==> src/rtl/wb_regfile.sv <==
// rtl/wb_regfile.sv - OpenMIPS write-back register file (32 GPRs + HI/LO) with same-cycle bypass
module wb_regfile #(
    parameter int DATA_W = 32,
    parameter int ADDR_W = 5,
    parameter int NREG   = 32
) (
    input  logic              clk,
    input  logic              rst,
    input  logic              wb_wreg,
    input  logic [ADDR_W-1:0] wb_waddr,
    input  logic [DATA_W-1:0] wb_wdata,
    input  logic              wb_whilo,
    input  logic [DATA_W-1:0] wb_hi,
    input  logic [DATA_W-1:0] wb_lo,
    input  logic              re1,
    input  logic [ADDR_W-1:0] raddr1,
    output logic [DATA_W-1:0] rdata1,
    input  logic              re2,
    input  logic [ADDR_W-1:0] raddr2,
    output logic [DATA_W-1:0] rdata2,
    output logic [DATA_W-1:0] hi_o,
    output logic [DATA_W-1:0] lo_o
);

    logic [DATA_W-1:0] regs [NREG];
    logic [DATA_W-1:0] hi_q;
    logic [DATA_W-1:0] lo_q;

    always_ff @(posedge clk or posedge rst) begin
        if (rst) begin
            for (int i = 0; i < NREG; i++) begin
                regs[i] <= '0;
            end
        end else if (wb_wreg && (wb_waddr != '0)) begin
            regs[wb_waddr] <= wb_wdata;
        end
    end

    always_ff @(posedge clk or posedge rst) begin
        if (rst) begin
            hi_q <= '0;
            lo_q <= '0;
        end else if (wb_whilo) begin
            hi_q <= wb_hi;
            lo_q <= wb_lo;
        end
    end

    // r0 is forced to zero ahead of the bypass so a discarded r0 write never leaks through
    always_comb begin
        rdata1 = '0;
        if (rst || (raddr1 == '0)) begin
            rdata1 = '0;
        end else if (re1 && wb_wreg && (raddr1 == wb_waddr)) begin
            rdata1 = wb_wdata;
        end else if (re1) begin
            rdata1 = regs[raddr1];
        end
    end

    always_comb begin
        rdata2 = '0;
        if (rst || (raddr2 == '0)) begin
            rdata2 = '0;
        end else if (re2 && wb_wreg && (raddr2 == wb_waddr)) begin
            rdata2 = wb_wdata;
        end else if (re2) begin
            rdata2 = regs[raddr2];
        end
    end

    always_comb begin
        hi_o = hi_q;
        lo_o = lo_q;
        if (rst) begin
            hi_o = '0;
            lo_o = '0;
        end else if (wb_whilo) begin
            hi_o = wb_hi;
            lo_o = wb_lo;
        end
    end

endmodule

==> config.mk <==
export PLATFORM = sky130hd
export DESIGN_NAME = wb_regfile
export DESIGN_NICKNAME = d
export VERILOG_FILES = /design/src/rtl/wb_regfile.sv
export SDC_FILE = /design/constraint.sdc
export NUM_CORES = 2
export LEC_CHECK = 0
export CAP_MARGIN = 20
export CORE_MARGIN = 3
export CORE_UTILIZATION = 55
export DETAILED_ROUTE_END_ITERATION = 7
export GPL_TIMING_DRIVEN = 0
export PLACE_DENSITY = 0.73
export SLEW_MARGIN = 15
export SYNTH_ARGS = -nofsm -noshare
export SYNTH_HDL_FRONTEND = slang
export SYNTH_SLANG_ARGS = --single-unit
==> constraint.sdc <==
create_clock -name clk -period 250 [get_ports clk]
set_input_delay 75 -clock clk [delete_from_list [all_inputs] [get_ports clk]]
set_output_delay 75 -clock clk [all_outputs]
set_load 0.005 [all_outputs]
After elaboration in Yosys (flattened, before gate mapping)
Cells that the tools add are included.
{"block": "totals", "output_inout_bits": 128, "wordCells": 73, "regBits": 1088, "in_bits": 117}
{"block": "classes", "bitwise": 3, "n_eq_ne": 2, "reduce_logical": 11, "mux": 19, "magnitude_cmp": 4}
{"op": "1024-bit bitwise mux", "count": 1}
{"op": "32-bit 2-to-1 mux", "count": 15}
{"op": "32-bit binary-select mux with 5-bit select", "count": 2}
{"op": "32-bit demux with 5-bit select", "count": 1}
{"op": "6-bit greater-or-equal comparator, second input constant", "count": 3}
{"op": "5-bit inverter with 6-bit output", "count": 3}
{"op": "5-bit equality test", "count": 2}
{"op": "5-bit zero test", "count": 2}
{"op": "1-bit logical AND", "count": 6}
{"op": "6-bit by 1-bit < comparator with 1-bit output, second input constant", "count": 1}
{"op": "5-bit nonzero test", "count": 1}
{"op": "1-bit logical OR", "count": 2}

Depth between registers and ports, before layout
{"block": "depth", "depth_word": 7, "mapped_depth": 8, "depth_no_buf": 5}

Worst setup path before layout
Ideal clock, no wire load.
{"block": "synth_path", "path_type": "input -> output", "from": "input port rst", "to": "output port hi_o[22]", "t_arrival_ns": 108.934, "n_path_buf": 1, "required_time_ns": 175.000, "path_stages": 3, "slack_ns": 66.066, "cell_sequence": "inv_1 clkbuf_1 and2_1"}
{"block": "synth_between", "elab_chain_cells": 1}
{"item": "start, declared", "line": "8", "rtl": "input logic rst,"}
{"item": "32-bit 2-to-1 mux", "line": "75", "rtl": "if (rst) begin"}
{"item": "end, declared", "line": "21", "rtl": "output logic [DATA_W-1:0] hi_o,"}
Every way passes these cells.

Worst setup path in the final report
{"block": "layout_path", "from": "input port raddr1[2]", "to": "output port rdata1[14]"}
{"block": "layout_between", "elab_chain_cells": 7, "word_cells_on_any_way": 11, "cone_classes": "eq/ne: 1; mux: 6; bitwise: 1; reduce/logical: 3"}
{"item": "start, declared", "line": "16", "rtl": "input logic [ADDR_W-1:0] raddr1,"}
{"item": "5-bit inverter with 6-bit output (not written as such)", "line": "57", "rtl": "rdata1 = regs[raddr1];"}
{"item": "32-bit binary-select mux with 5-bit select", "line": "57"}
{"item": "32-bit 2-to-1 mux (not written as such) (2 in series)", "line": "57"}
{"item": "32-bit 2-to-1 mux", "line": "56", "rtl": "end else if (re1) begin"}
{"item": "32-bit 2-to-1 mux", "line": "54", "rtl": "end else if (re1 && wb_wreg && (raddr1 == wb_waddr)) begin"}
{"item": "32-bit 2-to-1 mux *", "line": "52", "rtl": "if (rst || (raddr1 == '0)) begin"}
{"item": "end, declared", "line": "17", "rtl": "output logic [DATA_W-1:0] rdata1,"}
Mark *: on every way between the ends. The rest lies on a longest branch, timed or not. The select of a mux whose other input is x is not followed.

==> results.md <==
* CTS tree: built
* Synth Warn # at 0
* Layout area overhead at 15.3%
* CTS clk-pin slew, worst paths at approximately 60 ps
* Mapped cell area at around 57000 um2
* Initial antenna violation count at 18
* Worst path max stage delay at 940 ps
* Hpwl dp at 142 mm
* Buffer count from post-CTS setup fixing at 0
* Highest Clock Rate at 0.00647 GHz
* DR pass1 iterations at 6
* Max stage delay cell, worst path: mux2i_1
* Clk_lat worst skew at 700 ps
* CP startpoint kind: input port
* Nets@finish at ~4200
* Register bit total from synthesis at 1088
* Vias per cell at 7.09
* Initial Utilization at 0.557
* CTS sink count at roughly 1100
* GRT Total Usage at 0.368
* Post-synthesis sequential area ratio at 0.478
* Vias in the first global route at 39006
* Grt ovf at 0
* Most common cell after layout, fill and taps aside: dfrtp_1
* Worst path cell trace: clkdlybuf4s50_1 > buf_2 > buf_1 > buf_2 > mux2i_1 > a22oi_1 > a22o_1 > clkdlybuf4s50_1
* Commonest cells after routing, fill and taps aside: 1088 x dfrtp_1, 1059 x mux2_2, 508 x mux4_2, 232 x clkdlybuf4s50_1, 224 x clkbuf_1
* Clock Path Buffers at 3
* Wire per inst at about 36 um
* Syn nets at 3818
* Crit-path max FO at 10
* Rel. slew slack at 0.105
* Worst Hold Path Cells at 1
* Largest net degree at the start of global routing at a little under 60
* Die W at ~330 um
* Final-report setup violation count at 0
* # IOs at roughly 250
* Type of the worst min-delay path: register to register
* Type of the worst setup path: input port to output port
* RePlAce Congestion at 0.999
* Ys flop type: dfrtp_1
* Post-synthesis cell count at ~3700
* Number of remaining DRC errors at 0
* Share of layout cells above drive strength 1 at 0.469
* Final hold violations at 0
* Hold_ws at 480 ps
* Period utilisation layout at 0.618
* CTS-repair resized insts at 0
* Chip Height at between 300 and 400 um
* Die Area at 107000 um2
* Post-synth EDFFs at 0
* Power density over cell area at 7.89 nW/um2
* Async S/R FF share, synth at 1.00
* CTS H-tree lvls at 3
* CP required at 175000 ps
* Worst path arrival time at ~80000 ps
* Setup TNS at 0 ps
* Hold Buf Count CTS at 0
* Number of max-cap violations at 0
* IO buf count at 232
* Root Buffer Master: clkbuf_16
* R2R depth at 1
* Outcome: completed
* Layout fillers at approximately 7500
* ANT nets after route at 0
* Via count at between 30000 and 40000
* Worst Skew at 0 ps
* Iter 0 DRT Violations at 5504
* Unrepaired setup endpoints after global routing: no
* Cell row count at 117
* Distinct cells, synth at 42
* Measured slew at the worst slew-check pin at approximately 1300 ps
* Global-route wire length before repair at around 280 mm
* P_leak at 28.1 nW
* Worst setup EP type: output port
* Num CTS Buffers at 114
* VDD IR max at 0.00527 mV
* Core area at 102000 um2
* Slew Viols, Final at 0
* Period minus WS final at roughly 150000 ps
* Final WL at 197 mm
* Mean post-synth cell area at 15.4 um2
state kept, by name, indices dropped and copies added (netlist names):
register,cells
regs,1024
lo_q,32
hi_q,32
Yosys cell counts, types with 2 or more instances:
| cell | n | area (um2) |
|---|---|---|
| nor3_1 | 34 | 170 |
| xnor2_1 | 6 | 52.6 |
| a22oi_1 | 61 | 458 |
| inv_1 | 2 | 7.51 |
| mux2i_1 | 131 | 1310 |
| mux4_2 | 508 | 11400 |
| xor2_1 | 4 | 35.0 |
| buf_4 | 29 | 218 |
| clkbuf_1 | 207 | 777 |
| buf_6 | 3 | 33.8 |
| nand3_1 | 5 | 25.0 |
| dfrtp_1 | 1088 | 27200 |
| nand3b_1 | 8 | 60.1 |
| buf_1 | 68 | 255 |
| a211oi_1 | 2 | 15.0 |
| mux2_2 | 1059 | 11900 |
| a21oi_1 | 3 | 15.0 |
| nor2b_1 | 5 | 31.3 |
| nand2b_1 | 2 | 12.5 |
| and2_1 | 66 | 413 |
| a311oi_1 | 2 | 17.5 |
| a32o_1 | 32 | 320 |
| nor2_1 | 52 | 195 |
| nor3b_1 | 6 | 45.0 |
| buf_2 | 119 | 596 |
| nand2_1 | 24 | 90.1 |
| o22ai_1 | 124 | 776 |
| a22o_1 | 33 | 289 |
| or3b_2 | 4 | 35.0 |
| nand4_1 | 2 | 12.5 |
kinds of logic after synthesis:
kind of cell / synth area share
AO/OA/AOI/OAI: 0.0342
XOR/XNOR: 0.00154
AND/OR/NAND/NOR: 0.0198
flip-flops: 0.478
multiplexers: 0.433
buffers and inverters: 0.0331
routing by layer:
| layer | global-route usage | wire length [um] | vias to the layer above |
|---|---|---|---|
| li1 | - | - | 15156 |
| met1 | 0.476 | 72000 | 20633 |
| met2 | 0.523 | 83700 | 2851 |
| met3 | 0.161 | 28600 | 748 |
| met4 | 0.195 | 12800 | 14 |
| met5 | 0.0186 | 244 | - |
power breakdown:
part | total [W] | leakage, nW | switching (W) | internal [W]
sequential | 0.000232 | 13.9 | 0.0000232 | 0.000209
clock | 0.000174 | 1.86 | 0.0000737 | 0.000100
combinational | 0.000112 | 12.4 | 0.0000487 | 0.0000632
worst max-delay path, delay by kind of cell:
family / cells / cell delay (ps)
AOI/OAI and AO/OA: 2 / 450
buffers and inverters: 5 / 3150
muxes: 1 / 940
area by class of cell:
class / instances / area (um2) / share of cell area
Clock buffer: 168 / 3380 / 0.0515
Multi-Input combinational cell: 2185 / 27800 / 0.424
Tap cell: 1368 / 1710 / 0.0261
Antenna cell: 11 / 27.5 / 0.000419
Inverter: 2 / 7.51 / 0.000114
Sequential cell: 1088 / 27200 / 0.415
Timing Repair Buffer: 273 / 3150 / 0.0480
Clock inverter: 38 / 392 / 0.00597
Buffer: 426 / 1900 / 0.0289
path summary, 6_finish.rpt:
kind	startpoint	endpoint	slack, ps
hold reg to reg	regs[997]	regs[997]	480
max in group asynchronous	rst	regs[195]	172540
min in group asynchronous	rst	lo_q[2]	75410
setup / recovery	raddr1[2]	rdata1[14]	95440
setup reg to reg	regs[258]	regs[258]	249150
hold / removal	regs[997]	regs[997]	480
per-stage QoR:
stage                util  std cells  instance area [um2]  total power (W)  setup WS [ps]
floorplan               -       3701                56900         0.000305          66070
global placement    0.596       5301                61000         0.000337          52050
detailed placement  0.604       5337                61800         0.000342          95930
CTS                 0.640       5543                65500         0.000514          95930
global route        0.641       5551                65600         0.000535          95630
finish              0.641       5559                65600         0.000518          95440
Power figures use the tool's default switching activity.
